### config.mk
export PLATFORM = sky130hd
export DESIGN_NAME = alu_exec_unit_flat
export DESIGN_NICKNAME = d
export VERILOG_FILES = /design/src/rtl/alu_exec_unit_if.sv /design/src/rtl/alu_exec_unit.sv /design/src/flat_wrapper.sv
export SDC_FILE = /design/constraint.sdc
export NUM_CORES = 1
export LEC_CHECK = 0
export CORE_MARGIN = 5
export CORE_UTILIZATION = 57
export DETAILED_ROUTE_END_ITERATION = 12
export PLACE_DENSITY = 0.83
export SLEW_MARGIN = 20
export SYNTH_ARGS = -nofsm -noshare
export SYNTH_HDL_FRONTEND = slang
export SYNTH_SLANG_ARGS = --single-unit
### constraint.sdc
create_clock -name clk -period 3.8 [get_ports clk]
set_clock_uncertainty 0.05 [all_clocks]
set_input_delay 0.38 -clock clk [delete_from_list [all_inputs] [get_ports clk]]
set_output_delay 0.38 -clock clk [all_outputs]
set_load 0.05 [all_outputs]
### src/rtl/alu_exec_unit_if.sv
// alu_exec_unit_if -- request/response bundle for the ALU execute stage.
//
// Signals:
//   start         : request, accepted when busy is low
//   alu_operation : class code from main control
//   function_code : R-format funct field
//   operand_a     : rs value
//   operand_b     : rt value or immediate
//   shamt         : shift amount
//   busy          : multi-cycle operation in progress
//   done          : one-cycle pulse, result and flags valid
//   result        : low result word
//   result_hi     : high product word (0 for non-multiply ops)
//   zero          : result == 0
//   overflow      : signed overflow on add/sub
//
// Modports: master (issuer, e.g. control FSM) and slave (the ALU).
interface alu_exec_unit_if #(
    parameter int WIDTH = 32,
    parameter int SHW   = 5
);
    logic             start;
    logic [2:0]       alu_operation;
    logic [5:0]       function_code;
    logic [WIDTH-1:0] operand_a;
    logic [WIDTH-1:0] operand_b;
    logic [SHW-1:0]   shamt;
    logic             busy;
    logic             done;
    logic [WIDTH-1:0] result;
    logic [WIDTH-1:0] result_hi;
    logic             zero;
    logic             overflow;

    modport master (
        output start, alu_operation, function_code, operand_a, operand_b, shamt,
        input  busy, done, result, result_hi, zero, overflow
    );

    modport slave (
        input  start, alu_operation, function_code, operand_a, operand_b, shamt,
        output busy, done, result, result_hi, zero, overflow
    );
endinterface

### src/rtl/alu_exec_unit.sv
// alu_exec_unit -- EX-stage ALU with registered results.
//
// Decodes alu_operation / function_code at accept. add, sub, and, or, slt
// (and shifts by 0) complete at the accepting edge; shifts run one bit per
// cycle; the optional signed multiply runs as an iterative shift-add on
// operand magnitudes followed by a sign-correction cycle.
//
// Ports:
//   clk   : rising-edge clock
//   reset : synchronous, active-high
//   bus   : alu_exec_unit_if.slave (start/busy/done handshake, operands,
//           result, result_hi, zero, overflow)
//
// Build option: define ALU_EXEC_MUL_EN to compile the multiplier (funct
// 011000). Without it that funct decodes as add and result_hi is constant 0.
module alu_exec_unit #(
    parameter int WIDTH = 32,
    parameter int SHW   = 5
) (
    input  logic clk,
    input  logic reset,
    alu_exec_unit_if.slave bus
);

    // Counter holds either a shift amount or the multiply iteration count.
    localparam int CNT_W = (SHW > $clog2(WIDTH + 1)) ? SHW : $clog2(WIDTH + 1);

    typedef enum logic [3:0] {
        OP_ADD, OP_SUB, OP_AND, OP_OR, OP_SLT,
        OP_SLL, OP_SRL, OP_SRA, OP_MUL
    } op_t;

`ifdef ALU_EXEC_MUL_EN
    typedef enum logic [1:0] {IDLE, SHIFT, MUL} state_t;
`else
    typedef enum logic [1:0] {IDLE, SHIFT} state_t;
`endif

    state_t             state, state_n;
    op_t                dec_op, op_r;
    logic [CNT_W-1:0]   cnt;
    logic [WIDTH-1:0]   work;        // shift operand, or multiplier low half
    logic [WIDTH-1:0]   result_q;
    logic               zero_q;
    logic               ovf_q;
    logic               done_q;

    logic               accept;
    logic               is_shift;
    logic [WIDTH-1:0]   sum, diff;
    logic [WIDTH-1:0]   alu_val;
    logic               alu_ovf;
    logic [WIDTH-1:0]   sh_val;
    logic               fin;
    logic [WIDTH-1:0]   fin_lo;
    logic               fin_ovf;

`ifdef ALU_EXEC_MUL_EN
    logic [WIDTH-1:0]   mul_a;       // |operand_a|
    logic [WIDTH-1:0]   mul_hi;      // product high half (magnitude)
    logic               mul_neg;
    logic [WIDTH:0]     mul_sum;
    logic [WIDTH-1:0]   mag_a, mag_b;
    logic [2*WIDTH-1:0] prod_mag, prod;
    logic [WIDTH-1:0]   fin_hi;
    logic [WIDTH-1:0]   result_hi_q;
`endif

    assign accept = bus.start && (state == IDLE);

    // ---------------------------------------------------------------- decode
    always_comb begin
        dec_op = OP_ADD;
        case (bus.alu_operation)
            3'b001: dec_op = OP_SUB;
            3'b101: dec_op = OP_AND;
            3'b111: dec_op = OP_OR;
            3'b010: begin
                case (bus.function_code)
                    6'b100000: dec_op = OP_ADD;
                    6'b100010: dec_op = OP_SUB;
                    6'b100100: dec_op = OP_AND;
                    6'b100101: dec_op = OP_OR;
                    6'b101010: dec_op = OP_SLT;
                    6'b000000: dec_op = OP_SLL;
                    6'b000010: dec_op = OP_SRL;
                    6'b000011: dec_op = OP_SRA;
`ifdef ALU_EXEC_MUL_EN
                    6'b011000: dec_op = OP_MUL;
`endif
                    default:   dec_op = OP_ADD;
                endcase
            end
            default: dec_op = OP_ADD;
        endcase
    end

    assign is_shift = (dec_op == OP_SLL) || (dec_op == OP_SRL) || (dec_op == OP_SRA);

    // ------------------------------------------------------- single-cycle ops
    assign sum  = bus.operand_a + bus.operand_b;
    assign diff = bus.operand_a - bus.operand_b;

    always_comb begin
        alu_val = sum;
        alu_ovf = 1'b0;
        case (dec_op)
            OP_SUB: begin
                alu_val = diff;
                alu_ovf = (bus.operand_a[WIDTH-1] != bus.operand_b[WIDTH-1]) &&
                          (diff[WIDTH-1] != bus.operand_a[WIDTH-1]);
            end
            OP_AND: alu_val = bus.operand_a & bus.operand_b;
            OP_OR:  alu_val = bus.operand_a | bus.operand_b;
            OP_SLT: alu_val = {{(WIDTH-1){1'b0}},
                               ($signed(bus.operand_a) < $signed(bus.operand_b))};
            OP_SLL, OP_SRL, OP_SRA: alu_val = bus.operand_a;  // shamt == 0
            default: begin
                alu_val = sum;
                alu_ovf = (bus.operand_a[WIDTH-1] == bus.operand_b[WIDTH-1]) &&
                          (sum[WIDTH-1] != bus.operand_a[WIDTH-1]);
            end
        endcase
    end

    // ---------------------------------------------------------- shift step
    always_comb begin
        case (op_r)
            OP_SLL:  sh_val = work << 1;
            OP_SRL:  sh_val = work >> 1;
            default: sh_val = {work[WIDTH-1], work[WIDTH-1:1]};
        endcase
    end

`ifdef ALU_EXEC_MUL_EN
    // ------------------------------------------------------- multiply step
    assign mag_a    = bus.operand_a[WIDTH-1] ? ('0 - bus.operand_a) : bus.operand_a;
    assign mag_b    = bus.operand_b[WIDTH-1] ? ('0 - bus.operand_b) : bus.operand_b;
    assign mul_sum  = {1'b0, mul_hi} + (work[0] ? {1'b0, mul_a} : '0);
    assign prod_mag = {mul_hi, work};
    assign prod     = mul_neg ? ('0 - prod_mag) : prod_mag;
`endif

    // ------------------------------------------------------ state register
    always_ff @(posedge clk) begin
        if (reset) state <= IDLE;
        else       state <= state_n;
    end

    // ------------------------------------------------------------ next state
    always_comb begin
        state_n = state;
        case (state)
            IDLE: begin
                if (accept) begin
                    if (is_shift && (bus.shamt != '0)) state_n = SHIFT;
`ifdef ALU_EXEC_MUL_EN
                    if (dec_op == OP_MUL) state_n = MUL;
`endif
                end
            end
            SHIFT: if (cnt == CNT_W'(1)) state_n = IDLE;
`ifdef ALU_EXEC_MUL_EN
            MUL:   if (cnt == '0) state_n = IDLE;
`endif
            default: state_n = IDLE;
        endcase
    end

    // --------------------------------------------------------------- outputs
    always_comb begin
        fin     = 1'b0;
        fin_lo  = alu_val;
        fin_ovf = 1'b0;
`ifdef ALU_EXEC_MUL_EN
        fin_hi  = '0;
`endif
        case (state)
            IDLE: begin
                fin     = accept && (state_n == IDLE);
                fin_lo  = alu_val;
                fin_ovf = alu_ovf;
            end
            SHIFT: begin
                fin    = (cnt == CNT_W'(1));
                fin_lo = sh_val;
            end
`ifdef ALU_EXEC_MUL_EN
            MUL: begin
                fin    = (cnt == '0);
                fin_lo = prod[WIDTH-1:0];
                fin_hi = prod[2*WIDTH-1:WIDTH];
            end
`endif
            default: fin = 1'b0;
        endcase
    end

    // -------------------------------------------------------------- datapath
    always_ff @(posedge clk) begin
        if (reset) begin
            done_q   <= 1'b0;
            result_q <= '0;
            zero_q   <= 1'b1;
            ovf_q    <= 1'b0;
            cnt      <= '0;
            work     <= '0;
            op_r     <= OP_ADD;
`ifdef ALU_EXEC_MUL_EN
            result_hi_q <= '0;
            mul_a       <= '0;
            mul_hi      <= '0;
            mul_neg     <= 1'b0;
`endif
        end else begin
            done_q <= fin;
            if (fin) begin
                result_q <= fin_lo;
                zero_q   <= (fin_lo == '0);
                ovf_q    <= fin_ovf;
`ifdef ALU_EXEC_MUL_EN
                result_hi_q <= fin_hi;
`endif
            end
            case (state)
                IDLE: begin
                    if (accept) begin
                        op_r <= dec_op;
                        work <= bus.operand_a;
                        cnt  <= CNT_W'(bus.shamt);
`ifdef ALU_EXEC_MUL_EN
                        if (dec_op == OP_MUL) begin
                            work    <= mag_b;
                            cnt     <= CNT_W'(WIDTH);
                            mul_a   <= mag_a;
                            mul_hi  <= '0;
                            mul_neg <= bus.operand_a[WIDTH-1] ^ bus.operand_b[WIDTH-1];
                        end
`endif
                    end
                end
                SHIFT: begin
                    work <= sh_val;
                    cnt  <= cnt - CNT_W'(1);
                end
`ifdef ALU_EXEC_MUL_EN
                // One multiplier bit per cycle; the extra cycle at cnt==0
                // applies the sign correction.
                MUL: begin
                    if (cnt != '0) begin
                        {mul_hi, work} <= {mul_sum, work[WIDTH-1:1]};
                        cnt            <= cnt - CNT_W'(1);
                    end
                end
`endif
                default: ;
            endcase
        end
    end

    assign bus.busy     = (state != IDLE);
    assign bus.done     = done_q;
    assign bus.result   = result_q;
    assign bus.zero     = zero_q;
    assign bus.overflow = ovf_q;
`ifdef ALU_EXEC_MUL_EN
    assign bus.result_hi = result_hi_q;
`else
    assign bus.result_hi = '0;
`endif

endmodule

### src/flat_wrapper.sv
// flat-port wrapper written by rule: the top's interface ports become plain ports
module alu_exec_unit_flat 
#(
    parameter int WIDTH = 32,
    parameter int SHW   = 5
)
  (clk, reset, bus_start, bus_alu_operation, bus_function_code, bus_operand_a, bus_operand_b, bus_shamt, bus_busy, bus_done, bus_result, bus_result_hi, bus_zero, bus_overflow);
  alu_exec_unit_if #(.WIDTH(WIDTH), .SHW(SHW)) bus_i ();
  input  logic clk;
  input  logic reset;
  input wire logic [$bits(bus_i.start)-1:0] bus_start;
  input wire logic [$bits(bus_i.alu_operation)-1:0] bus_alu_operation;
  input wire logic [$bits(bus_i.function_code)-1:0] bus_function_code;
  input wire logic [$bits(bus_i.operand_a)-1:0] bus_operand_a;
  input wire logic [$bits(bus_i.operand_b)-1:0] bus_operand_b;
  input wire logic [$bits(bus_i.shamt)-1:0] bus_shamt;
  output wire logic [$bits(bus_i.busy)-1:0] bus_busy;
  output wire logic [$bits(bus_i.done)-1:0] bus_done;
  output wire logic [$bits(bus_i.result)-1:0] bus_result;
  output wire logic [$bits(bus_i.result_hi)-1:0] bus_result_hi;
  output wire logic [$bits(bus_i.zero)-1:0] bus_zero;
  output wire logic [$bits(bus_i.overflow)-1:0] bus_overflow;
  assign bus_i.start = bus_start;
  assign bus_i.alu_operation = bus_alu_operation;
  assign bus_i.function_code = bus_function_code;
  assign bus_i.operand_a = bus_operand_a;
  assign bus_i.operand_b = bus_operand_b;
  assign bus_i.shamt = bus_shamt;
  assign bus_busy = bus_i.busy;
  assign bus_done = bus_i.done;
  assign bus_result = bus_i.result;
  assign bus_result_hi = bus_i.result_hi;
  assign bus_zero = bus_i.zero;
  assign bus_overflow = bus_i.overflow;
  alu_exec_unit #(.WIDTH(WIDTH), .SHW(SHW)) u_core (.clk(clk), .reset(reset), .bus(bus_i));
endmodule
==> results of run 1 <==
## metrics by stage
step	hold slack [ns]	worst slack [ns]	cells	cell area [µm²]	power, µW
after CTS	0.407	0.0215	1993	13400	3720
after detailed placement	0.394	-0.460	1977	13100	2740
after global routing	0.438	-0.0270	1995	13600	3960
after global placement	0.390	-0.364	1977	13100	2720
final	0.406	0.103	1995	13600	3810
after floorplan	0.391	0.671	1482	10100	1940
## worst min-delay path, cell delays in order (launching register included)
cell     delay, ns
dfxtp_1       0.31
nand2_1       0.05
a21oi_1       0.05
## repair_timing
| action | CTS | global route |
|---|---|---|
| pin swaps | 0 | 12 |
| resized for setup | 2 | 29 |
| endpoints found under the setup margin | 1 | 11 |
| setup buffers | 0 | 2 |
## cell type report
| class | instances | area share (%) |
|---|---|---|
| Inverter | 101 | 2.79 |
| Sequential cell | 78 | 11.5 |
| Clock buffer | 9 | 1.66 |
| Timing Repair Buffer | 399 | 24.8 |
| Multi-Input combinational cell | 1176 | 56.4 |
| Tap cell | 225 | 2.07 |
| Clock inverter | 7 | 0.773 |
## worst min path at each step
stage,to,cells past startpoint
2_1_floorplan,u_core.state[0],1
3_3_place_gp,u_core.bus.result[7],2
3_5_place_dp,u_core.bus.result[7],2
4_1_cts,u_core.bus.result[9],2
5_1_grt,u_core.bus.result[28],2
6_report,u_core.bus.result[5],2
## cells in the mapped netlist (6+ instances only)
cell type,instances,area share [%]
or3_1,13,0.81
nor2_1,135,5.1
a21o_1,23,1.7
a31oi_1,27,1.7
a211oi_1,23,1.7
and2_1,11,0.69
mux2i_1,21,2.1
a221o_1,6,0.60
a311oi_1,23,2.0
inv_1,101,3.8
buf_2,15,0.75
xnor2_1,18,1.6
and3_1,15,0.94
clkbuf_1,62,2.3
o21ai_0,72,3.6
nand3_1,42,2.1
dfxtp_1,78,16
o211ai_1,28,2.1
nand2b_1,20,1.3
a32oi_1,8,0.70
a211o_1,7,0.61
nand2_1,194,7.3
nand4_1,14,0.88
buf_1,11,0.41
nor2b_1,16,1.0
nor3_1,38,1.9
o31ai_1,12,0.90
ha_1,98,12
nor4_1,15,0.94
buf_4,35,2.6
a21oi_1,119,6.0
or2_2,6,0.38
o21a_1,17,1.3
a221oi_1,16,1.4
## power by group through the flow
stage                     registers [µW]  clock network (µW)  logic, µW
after detailed placement             915                   0       1830
final                                900                 980       1930
after global placement               914                   0       1810
after floorplan                      999                   0        938
after CTS                            898                 977       1840
after global routing                 905                1010       2040
## per-layer routing
layer	vias to the layer above	routed length (µm)	global-route usage [%]
met2	922	19300	67.3
li1	5786	-	-
met3	275	4010	6.52
met4	0	3760	29.2
met5	-	0	0
met1	5784	15600	46.9
## cell families (layout without fill, tap and decap cells)
family,count (synthesis),after routing
flip-flops,78,78
AND/OR/NAND/NOR,546,546
other,1,33
XOR/XNOR,23,23
buffers and inverters,228,516
multiplexers,22,22
AO/OA/AOI/OAI,452,452
adder cells (fa/ha/maj),100,100
## state kept, by name, indices dropped and copies added, names as in the netlist
name and cells:
u_core.bus.zero 1, u_core.bus.overflow 1, u_core.bus.done 1, u_core.op_r 3
u_core.cnt 6, u_core.work 32, u_core.bus.result 32, u_core.state 2
## cells in the final DEF, fill, tap and decap left out, types with 23 or more instances in the layout
master and count:
a31oi_1 26, nand2_1 194, dfxtp_1 78, nand3_1 42, a21oi_1 116, conb_1 33
clkdlybuf4s50_1 114, ha_1 97, buf_4 276, o211ai_1 28, nor2_1 134, a21o_1 23
inv_1 101, nor3_1 37, o21ai_0 70
==> impl_metrics.json, run 1 <==
{
  "port_buffers": 116,
  "antenna_found_initial": 0,
  "synth_top_family_by_area": "compound AO/OA/AOI/OAI gates",
  "synthAdderAreaFrac_pct": 12.7,
  "worstHoldStart": "u_core.bus.result[5]",
  "p_switching_uw": 1540,
  "grt_max_degree": 52,
  "finalSetupViolCount": 0,
  "dr.pass1.iters": 7,
  "worst_setup_path_start_kind": "input port",
  "synth_compound_area_share_pct": 31.2,
  "rsz0062_at_grt": "true",
  "drive_gt1_share_pct": 19.9,
  "crit_family": "compound AO/OA/AOI/OAI gates",
  "viasPerCell": 6.40,
  "wl_per_cell_um": 21.4,
  "maxCapViolCount": 0,
  "timing.rr.end": "u_core.bus.zero",
  "synth-xor-area-share_pct": 2.02,
  "coreArea_mm2": 0.0172,
  "synth.area.mux_share_pct": 2.22,
  "ys_seq_elements": 78,
  "nNetsFinal": 1946,
  "die-area_mm2": 0.0203,
  "cts_buffers": 9,
  "ys_types": 89,
  "synth_edf_count": 0,
  "reg2reg_slack_ns": 0.63,
  "fin_crit_sh_pct": 97.3,
  "nFillCells": 1266,
  "end_kind": "flop",
  "drc": 0,
  "path_max_fanout": 3,
  "setup_tns_ns": 0,
  "syn_inst": 1450,
  "critical_path_class": "in -> reg",
  "postRouteWirelength_um": 42700,
  "cp_data_arrival_time_ns": 3.92,
  "worstPathCellList": "clkdlybuf4s50_1 -> inv_1 -> ha_1 -> buf_4 -> a211oi_1 -> nand2b_1 -> o22ai_1 -> o2bb2ai_1 -> a311oi_2 -> buf_4 -> o21ai_0 -> a21oi_1 -> buf_4 -> nand2_1 -> o22ai_1 -> o2111ai_1 -> a21oi_1",
  "hold_viol": 0,
  "grtUsageTotal_pct": 40.4,
  "diodes": 0,
  "dpl.hpwl_um": 33600,
  "power.share.clock_pct": 25.7,
  "rows": 48,
  "grt_pass1_vias": 12600,
  "vias": 12800,
  "status": "finished clean",
  "drt-initial-drc-count": 1455,
  "synth_ff_type": "dfxtp_1",
  "cts_root_buffer": "clkbuf_16",
  "gr-total-overflow": 0,
  "ir_drop_v": 0.000270,
  "leakagePower_uw": 0.00605,
  "rr_worst_depth": 12,
  "syn-cell-area_mm2": 0.00999,
  "maxSlewHeadroom_pct": 37.1,
  "power_density_mw_per_mm2": 280,
  "cts.sinks": 78,
  "hold_buffers": 0,
  "grt_pass1_wl_um": 65200,
  "crit_path_start": "bus_operand_b[20]",
  "hp-class": "reg -> reg",
  "postRouteAntennaNets": 0,
  "seqPwrFrac_pct": 23.6,
  "cp-endpoint": "u_core.bus.overflow",
  "areaGrowthSynthToFinish_pct": 36.2,
  "clk_latency_ns": 0.35,
  "swShare_pct": 40.5,
  "maxSlewViolCount": 0,
  "pwr-share-comb_pct": 50.7,
  "worst_pin_slew_ns": 0.943,
  "fin_util_pct": 78.9,
  "die_h_um": 142,
  "die_w_um": 142,
  "crit_buf_inv": 5,
  "slowest_delay_ns": 0.48,
  "synth.yosys.seq_area_share_pct": 15.6,
  "initial_utilization_pct": 57.9,
  "clk_path_buf_depth": 2,
  "seq_area_mm2": 0.00156,
  "worstReg2RegStart": "u_core.op_r[1]",
  "finalWeightedCongestion": 1.09,
  "avgSynthCellArea_um2": 6.89,
  "multi_input_area_mm2": 0.00767,
  "cts_tree": "done",
  "path_clk_slew_ns": 0.07,
  "clock.fmax_mhz": 271,
  "critPathRequiredTime_ns": 4.02,
  "synth_warnings": 0,
  "io_pins": 149,
  "async_reset_ff_share_pct": 0,
  "crit_slowest_cell": "clkdlybuf4s50_1",
  "p_int_uw": 2270,
  "min_period_ns": 3.70,
  "timing.critical_path.mode_cell": "buf_4",
  "htreeDepth": 3,
  "cp.depth": 17,
  "synthSimpleGateAreaFrac_pct": 25.8
}
Power figures use the tool's default switching activity.
==> run 2: changes to the inputs <==
--- a/config.mk
+++ b/config.mk
@@ -6,9 +6,8 @@
 export NUM_CORES = 1
 export LEC_CHECK = 0
 export CORE_MARGIN = 5
-export CORE_UTILIZATION = 57
+export CORE_UTILIZATION = 40
 export DETAILED_ROUTE_END_ITERATION = 12
-export PLACE_DENSITY = 0.83
 export SLEW_MARGIN = 20
 export SYNTH_ARGS = -nofsm -noshare
 export SYNTH_HDL_FRONTEND = slang
==> run 2 against run 1 <==
Net effect: sequential share of layout area decreased by 0.12 points; clock-buffer cell count unchanged; clock power decreased by 11%; largest cell class unchanged; final area increased by 1.0%; routed wire length increased by 3.4%; first-iteration DRC count decreased by 25%; final cell count increased by 5.5%; highest routed layer unchanged; critical endpoint is now u_core.bus.zero; total power decreased by 2.9%; via count decreased by 4.2%; die area increased by 39%; utilization decreased by 23 points; flip-flop and latch count unchanged.
==> impl_metrics.json, run 2 (synthesis gave the netlist of run 1 again) <==
{
  "drive_gt1_share_pct": 20.5,
  "hp-class": "reg -> reg",
  "die-area_mm2": 0.0282,
  "antenna_found_initial": 0,
  "worst_setup_path_start_kind": "input port",
  "diodes": 0,
  "path_max_fanout": 5,
  "wl_per_cell_um": 21.0,
  "cts_buffers": 9,
  "rows": 57,
  "maxCapViolCount": 0,
  "port_buffers": 116,
  "fin_crit_sh_pct": 96.6,
  "htreeDepth": 3,
  "dpl.hpwl_um": 35900,
  "postRouteWirelength_um": 44200,
  "clk_latency_ns": 0.35,
  "cts_root_buffer": "clkbuf_16",
  "viasPerCell": 5.81,
  "cp_data_arrival_time_ns": 3.91,
  "dr.pass1.iters": 6,
  "die_w_um": 168,
  "gr-total-overflow": 0,
  "path_clk_slew_ns": 0.07,
  "areaGrowthSynthToFinish_pct": 37.6,
  "power_density_mw_per_mm2": 269,
  "grt_max_degree": 52,
  "finalWeightedCongestion": 1.01,
  "critPathRequiredTime_ns": 4.04,
  "maxSlewViolCount": 0,
  "rsz0062_at_grt": "true",
  "cts_tree": "done",
  "clock.fmax_mhz": 272,
  "die_h_um": 168,
  "hold_viol": 0,
  "power_uw": 3700,
  "postRouteAntennaNets": 0,
  "vias": 12200,
  "nNetsFinal": 1957,
  "layout_commonest_cell": "buf_4",
  "cts.sinks": 78,
  "leakagePower_uw": 0.00608,
  "grt_pass1_wl_um": 67500,
  "critical_path_class": "in -> reg",
  "ir_drop_v": 0.000182,
  "worst_hold_slack_ns": 0.407,
  "nFillCells": 2462,
  "initial_utilization_pct": 40.8,
  "grtUsageTotal_pct": 30.1,
  "final_cell_mix": "buf_4 (290), nand2_1 (194), nor2_1 (134)",
  "clk_path_buf_depth": 2,
  "maxSlewHeadroom_pct": 36.7,
  "coreArea_mm2": 0.0245,
  "end_kind": "flop",
  "io_pins": 149,
  "drt-initial-drc-count": 1094,
  "min_period_ns": 3.67,
  "finalSetupViolCount": 0,
  "setup_ws_ns": 0.130,
  "grt_pass1_vias": 11800,
  "worst_pin_slew_ns": 0.950,
  "status": "finished clean",
  "hold_buffers": 0,
  "drc": 0,
  "post-place-ws_ns": -0.440
}
[run 2: cell count changes in the layout (fill, tap and decap cells not counted), sizes merged]
cell and change:
bufinv -2, inv +1, clkinv +1, buf +11
[run 2: where the power goes]
group / internal, µW / switching (µW)
clock: 458 / 413
combinational: 820 / 1110
sequential: 865 / 33.5
[run 2: layout make-up]
cell class | instances | area (µm²) | area share (%)
Clock buffer | 9 | 225 | 1.64
Clock inverter | 7 | 62.6 | 0.455
Inverter | 101 | 379 | 2.76
Multi-Input combinational cell | 1176 | 7700 | 56.0
Sequential cell | 78 | 1560 | 11.4
Tap cell | 324 | 405 | 2.95
Timing Repair Buffer | 410 | 3410 | 24.8
[run 2: routing by layer]
metal | wire, µm | up-vias | GRT usage, %
met2 | 21000 | 542 | 52.0
met1 | 17900 | 5720 | 37.2
met3 | 2730 | 130 | 3.61
met4 | 2450 | 0 | 14.2
li1 | - | 5833 | -
met5 | 0 | - | 0
[run 2: timing repair]
item	4_1_cts	5_1_grt
pin swaps	1	11
endpoints found under the setup margin	1	11
buffers inserted	0	3
resized for setup	2	31
gates cloned	0	0
hold endpoints to repair	0	0
[run 2: final timing paths]
path | from | endpoint | slack [ns] | depth (start not counted)
setup / recovery | bus_operand_a[4] | u_core.bus.zero | 0.13 | 16
hold / removal | u_core.bus.result[8] | u_core.bus.result[8] | 0.41 | 2
setup reg to reg | u_core.op_r[0] | u_core.bus.zero | 0.83 | 11
hold reg to reg | u_core.bus.result[8] | u_core.bus.result[8] | 0.41 | 2
[run 2: through the flow]
stage	area [µm²]	std cells	util, %	TNS [ns]
floorplan	10100	1482	-	0
global placement	13300	2086	54.2	-2.22
detailed placement	13300	2086	54.2	-2.88
CTS	13600	2102	55.4	0
global route	13700	2105	56.2	-0.00785
finish	13700	2105	56.2	0
[run 2: worst max-delay path: stages]
cell	delay [ns]
clkdlybuf4s50_1	0.50
inv_1	0.07
ha_1	0.34
buf_4	0.19
a21o_1	0.19
a31o_2	0.28
buf_4	0.15
nor2_1	0.26
xnor2_1	0.10
o21ai_0	0.22
a31oi_1	0.19
nor4_2	0.33
nand4b_1	0.19
nor4_2	0.31
nand4_1	0.12
nand2_1	0.08
==> run 3: changes to the inputs <==
--- a/config.mk
+++ b/config.mk
@@ -5,6 +5,7 @@
 export SDC_FILE = /design/constraint.sdc
 export NUM_CORES = 1
 export LEC_CHECK = 0
+export ABC_CLOCK_PERIOD_IN_PS = 3800
 export CORE_MARGIN = 5
 export CORE_UTILIZATION = 40
 export DETAILED_ROUTE_END_ITERATION = 12
==> results of run 3 <==
Final layout, timing and power as in run 2 (identical DEF).
